$ cat src/rtl/ram_arb_pkg.sv
`default_nettype none
// ============================================================================
// Package     : ram_arb_pkg
// Description : Shared types and default constants for the RAM data-port
//               arbiter (owner encoding, request bundle, counter sizing).
// Revision    : 1.0 - initial release
// ============================================================================
package ram_arb_pkg;

    // Which requester currently drives the RAM data port
    typedef enum logic {
        OWN_CPU = 1'b0,
        OWN_DBG = 1'b1
    } arb_owner_t;

    localparam int c_DEF_DATA_WIDTH = 16;
    localparam int c_DEF_ADDR_WIDTH = 12;
    localparam int c_DEF_MAX_WAIT   = 8;
    localparam int c_DEF_LOCK_MAX   = 64;

    // One RAM access as seen from either requester (default system widths)
    typedef struct packed {
        logic                        we;
        logic [c_DEF_ADDR_WIDTH-1:0] addr;
        logic [c_DEF_DATA_WIDTH-1:0] wdata;
    } ram_req_t;

    // Width of a counter that must be able to hold values up to limit-1
    // plus one spare bit so the saturation compare never needs wrap logic
    function automatic int cnt_width(input int limit);
        return $clog2(limit) + 1;
    endfunction

endpackage
`default_nettype wire

$ cat src/rtl/ram_port_arbiter_if.sv
`default_nettype none
// ============================================================================
// Interface   : ram_port_arbiter_if
// Description : Bundles the cpu, debug and RAM-side signals of the RAM
//               data-port arbiter. master = requesters/RAM side,
//               slave = arbiter side.
// Revision    : 1.0 - initial release
// ============================================================================
interface ram_port_arbiter_if #(
    parameter int DATA_WIDTH = 16,
    parameter int ADDR_WIDTH = 12
);
    // cpu side
    logic                  cpu_req;
    logic                  cpu_we;
    logic [ADDR_WIDTH-1:0] cpu_addr;
    logic [DATA_WIDTH-1:0] cpu_wdata;
    logic                  cpu_stall;
    logic [DATA_WIDTH-1:0] cpu_rdata;
    // debug / loader side
    logic                  dbg_req;
    logic                  dbg_we;
    logic [ADDR_WIDTH-1:0] dbg_addr;
    logic [DATA_WIDTH-1:0] dbg_wdata;
    logic                  dbg_lock;
    logic                  dbg_gnt;
    logic                  dbg_rvalid;
    logic [DATA_WIDTH-1:0] dbg_rdata;
    // ram side
    logic [ADDR_WIDTH-1:0] ram_addr;
    logic                  ram_we;
    logic [DATA_WIDTH-1:0] ram_wdata;
    logic [DATA_WIDTH-1:0] ram_rdata;
    // performance counters
    logic [31:0]           perf_stall_cnt;
    logic [31:0]           perf_dbg_cnt;

    modport master (
        output cpu_req, cpu_we, cpu_addr, cpu_wdata,
        output dbg_req, dbg_we, dbg_addr, dbg_wdata, dbg_lock,
        output ram_rdata,
        input  cpu_stall, cpu_rdata,
        input  dbg_gnt, dbg_rvalid, dbg_rdata,
        input  ram_addr, ram_we, ram_wdata,
        input  perf_stall_cnt, perf_dbg_cnt
    );

    modport slave (
        input  cpu_req, cpu_we, cpu_addr, cpu_wdata,
        input  dbg_req, dbg_we, dbg_addr, dbg_wdata, dbg_lock,
        input  ram_rdata,
        output cpu_stall, cpu_rdata,
        output dbg_gnt, dbg_rvalid, dbg_rdata,
        output ram_addr, ram_we, ram_wdata,
        output perf_stall_cnt, perf_dbg_cnt
    );

endinterface
`default_nettype wire

$ cat src/rtl/ram_arb_wait_counter.sv
`default_nettype none
// ============================================================================
// Module      : ram_arb_wait_counter
// Description : Saturating up-counter with synchronous clear and an
//               at-limit flag. Used for the debug wait count and the debug
//               lock (burst) count of the RAM port arbiter.
// Revision    : 1.0 - initial release
// ============================================================================
module ram_arb_wait_counter #(
    parameter int WIDTH = 4,
    parameter int LIMIT = 7
) (
    input  logic clk,
    input  logic rst,
    input  logic i_clear,
    input  logic i_inc,
    output logic o_at_limit
);

    localparam logic [WIDTH-1:0] c_LIMIT = WIDTH'(LIMIT);

    logic [WIDTH-1:0] r_count;

    // Count up on inc, hold at LIMIT, clear has priority over inc
    always_ff @(posedge clk or posedge rst) begin
        if (rst) begin
            r_count <= '0;
        end else if (i_clear) begin
            r_count <= '0;
        end else if (i_inc && (r_count != c_LIMIT)) begin
            r_count <= r_count + WIDTH'(1);
        end
    end

    assign o_at_limit = (r_count == c_LIMIT);

endmodule
`default_nettype wire

$ cat src/rtl/ram_port_arbiter.sv
`default_nettype none
// ============================================================================
// Module      : ram_port_arbiter
// Description : Shares the single cpu-side RAM data port between the cpu and
//               a debug/loader requester. The cpu has priority; a debug
//               request denied MAX_WAIT times in a row is forced through.
//               dbg_lock keeps the port for up to LOCK_MAX debug grants.
//               Optional: define RAM_ARB_PERF_EN to build the cpu-stall and
//               debug-grant performance counters (otherwise tied to 0).
// Revision    : 1.0 - initial release
// ============================================================================
module ram_port_arbiter
    import ram_arb_pkg::*;
#(
    parameter int DATA_WIDTH = c_DEF_DATA_WIDTH,
    parameter int ADDR_WIDTH = c_DEF_ADDR_WIDTH,
    parameter int MAX_WAIT   = c_DEF_MAX_WAIT,
    parameter int LOCK_MAX   = c_DEF_LOCK_MAX
) (
    input  logic                CLK_50,
    input  logic                reset,
    ram_port_arbiter_if.slave   bus
);

    localparam int c_WAIT_W = cnt_width(MAX_WAIT);
    localparam int c_LOCK_W = cnt_width(LOCK_MAX);

    localparam logic [0:0] c_ST_CPU = OWN_CPU;
    localparam logic [0:0] c_ST_DBG = OWN_DBG;

    typedef struct packed {
        logic                  we;
        logic [ADDR_WIDTH-1:0] addr;
        logic [DATA_WIDTH-1:0] wdata;
    } port_req_t;

    logic [0:0] r_state;
    logic [0:0] w_next_state;
    logic       w_own_dbg;
    logic       w_cpu_stall;
    logic       w_dbg_gnt;
    logic       w_dbg_read;
    port_req_t  w_cpu_port;
    port_req_t  w_dbg_port;
    port_req_t  w_sel_port;
    logic       w_wait_inc;
    logic       w_wait_clr;
    logic       w_wait_at_limit;
    logic       w_lock_inc;
    logic       w_lock_clr;
    logic       w_lock_at_limit;
    logic       r_dbg_rvalid;
    logic [DATA_WIDTH-1:0] r_dbg_rdata;

    assign w_own_dbg   = (r_state == c_ST_DBG);
    assign w_cpu_stall = bus.cpu_req & w_own_dbg;
    assign w_dbg_gnt   = bus.dbg_req & w_own_dbg;
    assign w_dbg_read  = w_dbg_gnt & ~bus.dbg_we;

    // Port mux is a pure function of the registered owner, so the RAM never
    // sees a mid-cycle switch between requesters
    always_comb begin
        w_cpu_port.we    = bus.cpu_req & bus.cpu_we;
        w_cpu_port.addr  = bus.cpu_addr;
        w_cpu_port.wdata = bus.cpu_wdata;
        w_dbg_port.we    = bus.dbg_req & bus.dbg_we;
        w_dbg_port.addr  = bus.dbg_addr;
        w_dbg_port.wdata = bus.dbg_wdata;
        w_sel_port       = w_own_dbg ? w_dbg_port : w_cpu_port;
    end

    assign bus.ram_we     = w_sel_port.we;
    assign bus.ram_addr   = w_sel_port.addr;
    assign bus.ram_wdata  = w_sel_port.wdata;
    assign bus.cpu_rdata  = bus.ram_rdata;
    assign bus.cpu_stall  = w_cpu_stall;
    assign bus.dbg_gnt    = w_dbg_gnt;
    assign bus.dbg_rvalid = r_dbg_rvalid;
    assign bus.dbg_rdata  = r_dbg_rdata;

    // Ownership decision: cpu wins ties until the debug side has waited
    // MAX_WAIT cycles; a debug grant returns to the cpu unless locked
    always_comb begin
        w_next_state = r_state;
        w_wait_inc   = 1'b0;
        w_wait_clr   = 1'b0;
        w_lock_inc   = 1'b0;
        w_lock_clr   = 1'b0;
        case (r_state)
            c_ST_CPU: begin
                if (!bus.dbg_req) begin
                    w_wait_clr = 1'b1;
                end else if (!bus.cpu_req || w_wait_at_limit) begin
                    w_next_state = c_ST_DBG;
                    w_wait_clr   = 1'b1;
                end else begin
                    w_wait_inc = 1'b1;
                end
            end
            c_ST_DBG: begin
                if (bus.dbg_req && bus.dbg_lock && !w_lock_at_limit) begin
                    w_lock_inc = 1'b1;
                end else begin
                    w_next_state = c_ST_CPU;
                    w_lock_clr   = 1'b1;
                end
            end
            default: begin
                w_next_state = c_ST_CPU;
                w_wait_clr   = 1'b1;
                w_lock_clr   = 1'b1;
            end
        endcase
    end

    // Owner register; reset hands the port straight back to the cpu
    always_ff @(posedge CLK_50 or posedge reset) begin
        if (reset) begin
            r_state <= c_ST_CPU;
        end else begin
            r_state <= w_next_state;
        end
    end

    // Consecutive cycles a debug request lost to the cpu
    ram_arb_wait_counter #(
        .WIDTH (c_WAIT_W),
        .LIMIT (MAX_WAIT - 1)
    ) u_wait_cnt (
        .clk        (CLK_50),
        .rst        (reset),
        .i_clear    (w_wait_clr),
        .i_inc      (w_wait_inc),
        .o_at_limit (w_wait_at_limit)
    );

    // Debug grants kept back-to-back under dbg_lock
    ram_arb_wait_counter #(
        .WIDTH (c_LOCK_W),
        .LIMIT (LOCK_MAX - 1)
    ) u_lock_cnt (
        .clk        (CLK_50),
        .rst        (reset),
        .i_clear    (w_lock_clr),
        .i_inc      (w_lock_inc),
        .o_at_limit (w_lock_at_limit)
    );

    // Capture debug read data the cycle after a granted read
    always_ff @(posedge CLK_50 or posedge reset) begin
        if (reset) begin
            r_dbg_rvalid <= 1'b0;
            r_dbg_rdata  <= '0;
        end else begin
            r_dbg_rvalid <= w_dbg_read;
            if (w_dbg_read) begin
                r_dbg_rdata <= bus.ram_rdata;
            end
        end
    end

`ifdef RAM_ARB_PERF_EN
    logic [31:0] r_perf_stall_cnt;
    logic [31:0] r_perf_dbg_cnt;

    // Free-running wrap-around event counters
    always_ff @(posedge CLK_50 or posedge reset) begin
        if (reset) begin
            r_perf_stall_cnt <= '0;
            r_perf_dbg_cnt   <= '0;
        end else begin
            r_perf_stall_cnt <= r_perf_stall_cnt + 32'(w_cpu_stall);
            r_perf_dbg_cnt   <= r_perf_dbg_cnt + 32'(w_dbg_gnt);
        end
    end

    assign bus.perf_stall_cnt = r_perf_stall_cnt;
    assign bus.perf_dbg_cnt   = r_perf_dbg_cnt;
`else
    assign bus.perf_stall_cnt = '0;
    assign bus.perf_dbg_cnt   = '0;
`endif

endmodule
`default_nettype wire
$ cat src/flat_wrapper.sv
// flat-port wrapper written by rule: the top's interface ports become plain ports
module ram_port_arbiter_flat import ram_arb_pkg::*;
#(
    parameter int DATA_WIDTH = c_DEF_DATA_WIDTH,
    parameter int ADDR_WIDTH = c_DEF_ADDR_WIDTH,
    parameter int MAX_WAIT   = c_DEF_MAX_WAIT,
    parameter int LOCK_MAX   = c_DEF_LOCK_MAX
)
  (CLK_50, reset, bus_cpu_req, bus_cpu_we, bus_cpu_addr, bus_cpu_wdata, bus_dbg_req, bus_dbg_we, bus_dbg_addr, bus_dbg_wdata, bus_dbg_lock, bus_ram_rdata, bus_cpu_stall, bus_cpu_rdata, bus_dbg_gnt, bus_dbg_rvalid, bus_dbg_rdata, bus_ram_addr, bus_ram_we, bus_ram_wdata, bus_perf_stall_cnt, bus_perf_dbg_cnt);
  ram_port_arbiter_if #(.DATA_WIDTH(DATA_WIDTH), .ADDR_WIDTH(ADDR_WIDTH)) bus_i ();
  input  logic CLK_50;
  input  logic reset;
  input wire logic [$bits(bus_i.cpu_req)-1:0] bus_cpu_req;
  input wire logic [$bits(bus_i.cpu_we)-1:0] bus_cpu_we;
  input wire logic [$bits(bus_i.cpu_addr)-1:0] bus_cpu_addr;
  input wire logic [$bits(bus_i.cpu_wdata)-1:0] bus_cpu_wdata;
  input wire logic [$bits(bus_i.dbg_req)-1:0] bus_dbg_req;
  input wire logic [$bits(bus_i.dbg_we)-1:0] bus_dbg_we;
  input wire logic [$bits(bus_i.dbg_addr)-1:0] bus_dbg_addr;
  input wire logic [$bits(bus_i.dbg_wdata)-1:0] bus_dbg_wdata;
  input wire logic [$bits(bus_i.dbg_lock)-1:0] bus_dbg_lock;
  input wire logic [$bits(bus_i.ram_rdata)-1:0] bus_ram_rdata;
  output wire logic [$bits(bus_i.cpu_stall)-1:0] bus_cpu_stall;
  output wire logic [$bits(bus_i.cpu_rdata)-1:0] bus_cpu_rdata;
  output wire logic [$bits(bus_i.dbg_gnt)-1:0] bus_dbg_gnt;
  output wire logic [$bits(bus_i.dbg_rvalid)-1:0] bus_dbg_rvalid;
  output wire logic [$bits(bus_i.dbg_rdata)-1:0] bus_dbg_rdata;
  output wire logic [$bits(bus_i.ram_addr)-1:0] bus_ram_addr;
  output wire logic [$bits(bus_i.ram_we)-1:0] bus_ram_we;
  output wire logic [$bits(bus_i.ram_wdata)-1:0] bus_ram_wdata;
  output wire logic [$bits(bus_i.perf_stall_cnt)-1:0] bus_perf_stall_cnt;
  output wire logic [$bits(bus_i.perf_dbg_cnt)-1:0] bus_perf_dbg_cnt;
  assign bus_i.cpu_req = bus_cpu_req;
  assign bus_i.cpu_we = bus_cpu_we;
  assign bus_i.cpu_addr = bus_cpu_addr;
  assign bus_i.cpu_wdata = bus_cpu_wdata;
  assign bus_i.dbg_req = bus_dbg_req;
  assign bus_i.dbg_we = bus_dbg_we;
  assign bus_i.dbg_addr = bus_dbg_addr;
  assign bus_i.dbg_wdata = bus_dbg_wdata;
  assign bus_i.dbg_lock = bus_dbg_lock;
  assign bus_i.ram_rdata = bus_ram_rdata;
  assign bus_cpu_stall = bus_i.cpu_stall;
  assign bus_cpu_rdata = bus_i.cpu_rdata;
  assign bus_dbg_gnt = bus_i.dbg_gnt;
  assign bus_dbg_rvalid = bus_i.dbg_rvalid;
  assign bus_dbg_rdata = bus_i.dbg_rdata;
  assign bus_ram_addr = bus_i.ram_addr;
  assign bus_ram_we = bus_i.ram_we;
  assign bus_ram_wdata = bus_i.ram_wdata;
  assign bus_perf_stall_cnt = bus_i.perf_stall_cnt;
  assign bus_perf_dbg_cnt = bus_i.perf_dbg_cnt;
  ram_port_arbiter #(.DATA_WIDTH(DATA_WIDTH), .ADDR_WIDTH(ADDR_WIDTH), .MAX_WAIT(MAX_WAIT), .LOCK_MAX(LOCK_MAX)) u_core (.CLK_50(CLK_50), .reset(reset), .bus(bus_i));
endmodule
$ cat config.mk
export PLATFORM = sky130hd
export DESIGN_NAME = ram_port_arbiter_flat
export DESIGN_NICKNAME = d
export VERILOG_FILES = /design/src/rtl/ram_arb_pkg.sv /design/src/rtl/ram_port_arbiter_if.sv /design/src/rtl/ram_arb_wait_counter.sv /design/src/rtl/ram_port_arbiter.sv /design/src/flat_wrapper.sv
export SDC_FILE = /design/constraint.sdc
export NUM_CORES = 1
export LEC_CHECK = 0
export CAP_MARGIN = 20
export CORE_UTILIZATION = 32
export DETAILED_ROUTE_END_ITERATION = 10
export GPL_ROUTABILITY_DRIVEN = 0
export PLACE_DENSITY_LB_ADDON = 0.12
export SETUP_SLACK_MARGIN = 0.02
export SLEW_MARGIN = 40
export SYNTH_ARGS = -nofsm -noshare
export SYNTH_HDL_FRONTEND = slang
export SYNTH_SLANG_ARGS = --single-unit
$ cat constraint.sdc
create_clock -name CLK_50 -period 1.5 [get_ports CLK_50]
set_input_delay 0.225 -clock CLK_50 [delete_from_list [all_inputs] [get_ports CLK_50]]
set_output_delay 0.225 -clock CLK_50 [all_outputs]
set_load 0.03 [all_outputs]
# Word level (Yosys, flattened, before mapping)
# Cells that the tools add are included.
# op_classes
reduce_logical	9
eq_ne	4
order_cmp	0
n_addsub	2
n_mux	17
div	0
shift	0
n_bitwise	7
n_mul	0
# op_table
operator	count
$mux 29	1
$mux 7	2
$mux 1	11
$mux 4	2
$add 7x1->7 const B	1
$eq 7x6->1 const B	1
$ne 7x6->1 const B	1
$and 1x1->1	5
$add 4x1->4 const B	1
$eq 4x3->1 const B	1
$logic_and 1x1->1	4
$ne 4x3->1 const B	1
$reduce_bool 2->1	2
$logic_not 1->1	2
$not 1->1	2
$pmux 1 s2	1
$logic_or 1x1->1	1
# word_totals
latch_bits	0
inputBits	79
ram_bits	0
mem_count	0
mem_bits_ro	0
register_bits	29

# Longest topological paths before layout
# logic_depth
word_depth	8
depth_mapped	5
mapped_depth_nobuf	4

# Hierarchy
# A second synthesis with hierarchy kept.
# unflattened
hier_cells	227
hier_area_um2	2344.7
# by_module_without_submodules
mod	area_per_inst_um2	seq_area_each_um2	instances	cells_each
ram_port_arbiter	1735.4	450.4	1	166
ram_arb_wait_counter (u_core.u_lock_cnt)	394.1	175.2	1	40
ram_arb_wait_counter (u_core.u_wait_cnt)	215.2	100.1	1	21

# Worst setup path after synthesis
# Ideal clock, no wire load.
# synth_path
kind	register to output
from	register u_core.r_state
to	output bus_ram_we
setup_slack_ns	0.092
required_ns	1.275
stages_incl_launch_ff	4
arrival_time_ns	1.183
path_buffers	1
cell_sequence	dfrtp_1 buf_2 nand2b_1 o2bb2ai_1
# synth_via
elab_chain_cells	1
# synth_rtl
item	line	text
from (decl)	ram_port_arbiter.sv:37	logic [0:0] r_state;
from (signal assigned)	ram_port_arbiter.sv:119	r_state <= c_ST_CPU;
from (signal assigned)	ram_port_arbiter.sv:121	r_state <= w_next_state;
$mux 29	ram_port_arbiter.sv:69	w_sel_port = w_own_dbg ? w_dbg_port : w_cpu_port;
to (decl)	flat_wrapper.sv:29	output wire logic [$bits(bus_i.ram_we)-1:0] bus_ram_we;
# No other way between the ends.

# Worst setup path after layout
# Same ends and word-level chain as after synthesis.

==> flow_summary.ini <==
[finish]
multiInputGateArea_um2 = 1240
drive_gt1_share_pct = 35.5
nets = 446
register_area_um2 = 727
fill_cells = 631
final_core_util_pct = 57.0
diodes = 0
area_delta_synth_final_pct = 71.1

[route]
firstDrtPassIters = 4
drc = 0
routed_wl_mm = 5.94
vias = 1858
antenna_left = 0
post_drt_wl_per_cell_um = 12.9
via_per_inst = 4.02
drtIter0Drc = 64

[yosys]
avgSynthCellArea_um2 = 10.5
synth_area_um2 = 2290
synth-edff-count = 0
synthCells = 217
ys_ff_latch = 29
yosys.area.top_type = dfrtp_1
synth.top_cell.area_share_pct = 31.7
yosys_warnings = 0
async_flop_share_pct = 100
ys_types = 34
ys_seq_area_share_pct = 31.7
yosys-top-cells-area = dfrtp_1 (32%), buf_4 (26%), mux2_2 (18%)
synthFlopType = dfrtp_1

[timing]
finalHoldViolCount = 0
setup_viol = 47
timing.final.crit_share_pct = 115
finalMaxSlewViolations = 0
final.setup_skew_ns = 0.00309
rsz0062_at_grt = yes
min_period_ns = 1.73
fmax_mhz = 579
final.setup.worst_slack_ns = -0.226

[global_routing]
grt_pass1_wl_mm = 8.78
overflow = 0
grt_start_max_net_pins = 30
grt_usage_pct = 15.3
grt_pass1_vias = 1777
antenna_found_initial = 0

[placed_design]
port_buffers = 142
dp_hpwl_mm = 4.30
post-place-ws_ns = -0.289

[clock_tree]
cts_tree = yes
clock_path_buffers = 2
path_clk_slew_ns = 0.06
cts_sinks = 29
clk_latency_ns = 0.28
h-tree-depth = 2
hold_buffers = 0
cts_root_buf = clkbuf_8
numCtsBuffers = 5

[outcome]
outcome = complete, but fails checks
violations = setup timing

[power_and_ir_drop]
p_total_mw = 3.63
p_leak_nw = 1.96
pwr_density_cell_nw_per_um2 = 927
ir_worst_vdd_v = 0.000430

[worst_setup_path]
startpoint_type = flop
critPathMaxStageDelay_ns = 0.47
critical_path_peak_fanout = 8
timing.rr.start = u_core.r_state$_DFF_PP0_
crit_top_cell = buf_6
startpoint = u_core.r_state$_DFF_PP0_
crit_path_cell_trace = buf_12, buf_8, and2_4, buf_6, o2bb2ai_4, buf_6
crit_required_ns = 1.27
endpoint = bus_ram_we
critPathCaptureType = output port
crit_arrival_ns = 1.50
slowest_stage = dfrtp_2
r2r_end = u_core.bus.dbg_rdata[5]$_DFFE_PP0P_
ff2ff_path_depth = 7
critPathKind = reg2out
regToRegSetupSlack_ns = -0.18

[die]
io_pins = 207
die_w_um = 86.6
rows = 30
dieHeight_um = 86.6
initial_core_util_pct = 33.3
design.die.area_um2 = 7490
design.core.area_um2 = 6870

[worst_hold_path]
hp-class = in2async

[job]
drv_cap = 0
[cell usage after synthesis, drive strengths merged, types with 2 or more instances]
cell type and instances:
buf 87, mux2 45, dfrtp 29, inv 7, nand2 5, nand3 5, o21ai 4, o21bai 4
mux2i 3, nand2b 3, o22ai 3, a22o 2, and2 2, ha 2, nor2b 2, o2bb2ai 2
[cells in the final DEF, fill, tap and decap left out, types with 2 or more instances in the layout]
master           count
dfrtp_1             28
nor2b_1              2
buf_8                2
dlygate4sd2_1       17
mux2i_1              3
buf_16               3
buf_6               27
nand2b_4             2
a22o_1               2
clkbuf_8             6
o22ai_1              3
buf_4               34
nand2_1              5
mux2_2              11
ha_1                 2
o21bai_1             4
nand3_1              5
and2_4               2
clkdlybuf4s50_1     78
mux2_4              34
conb_1              64
buf_12               4
o21ai_0              4
inv_1                7
[state kept, by name (all words and copies together), names as in the netlist]
signal and cells:
u_core.bus.dbg_rdata 16, u_core.bus.dbg_rvalid 1, u_core.r_state 1, u_core.u_lock_cnt.r_count 7, u_core.u_wait_cnt.r_count 4
[worst min path at each step]
stage / slack [ns] / cells past startpoint / startpoint / end
floorplan: 0.30 / 1 / reset / u_core.bus.dbg_rdata[0]$_DFFE_PP0P_
detailed placement: 0.49 / 1 / u_core.bus.dbg_rdata[6]$_DFFE_PP0P_ / u_core.bus.dbg_rdata[6]$_DFFE_PP0P_
finish: 0.32 / 3 / reset / u_core.bus.dbg_rdata[5]$_DFFE_PP0P_
CTS: 0.33 / 3 / reset / u_core.u_lock_cnt.r_count[6]$_DFFE_PP0P_
global placement: 0.49 / 1 / u_core.bus.dbg_rdata[9]$_DFFE_PP0P_ / u_core.bus.dbg_rdata[9]$_DFFE_PP0P_
global route: 0.36 / 3 / reset / u_core.bus.dbg_rdata[0]$_DFFE_PP0P_
[area by class of cell]
cell class / count / area share [%]
flip-flops and latches: 29 / 18.6
clock buffers: 7 / 2.21
clock inverters: 1 / 0.767
multi-input cells: 157 / 31.8
inverters: 7 / 0.671
well taps: 96 / 3.07
repair buffers: 165 / 43.0
[cells by family after synthesis]
| kind of cell | count (synthesis) | synth area share, % |
|---|---|---|
| DFF | 29 | 31.7 |
| muxes | 48 | 24.9 |
| AOI/OAI and AO/OA | 20 | 6.18 |
| and+or+nand+nor | 23 | 6.07 |
| buffers and inverters | 94 | 29.9 |
| other | 1 | 0.164 |
| adders and majority gates | 2 | 1.09 |
[per-stage QoR]
stage                     cell area, µm²  hold WS (ns)  setup TNS [ns]  std cells
after floorplan                     2520         0.303               0        280
after global placement              3440         0.488           -8.20        440
after detailed placement            3440         0.492           -8.64        440
after CTS                           3820         0.329           -8.36        461
after global routing                3920         0.362           -9.74        462
final                               3920         0.317           -7.85        462
[critical path, delay by kind of cell, from the launching register on]
kind	cells	cell delay [ns]
buffers and inverters	4	0.51
flip-flops	1	0.47
AND/OR/NAND/NOR	1	0.13
AO/OA/AOI/OAI	1	0.10
[timing repair]
action | in CTS | in global routing
buffers inserted | 9 | 2
endpoints found under the setup margin | 64 | 50
gates resized for setup | 203 | 24
cloned | 4 | 0
[power breakdown]
| part | leakage (nW) | switching [mW] | internal (mW) | total [mW] |
|---|---|---|---|---|
| sequential | 0.366 | 0.0908 | 0.926 | 1.02 |
| combinational | 1.53 | 0.952 | 0.816 | 1.77 |
| clock | 0.0585 | 0.302 | 0.541 | 0.843 |
| total | 1.96 | 1.35 | 2.28 | 3.63 |
[routing by layer]
layer  wire length [µm]  track usage (%)
met3                296             3.24
met5                  0                0
met4                 48             3.64
met2               3180             27.3
met1               2420             18.9
No activity file was read; power rests on OpenSTA's default activity.
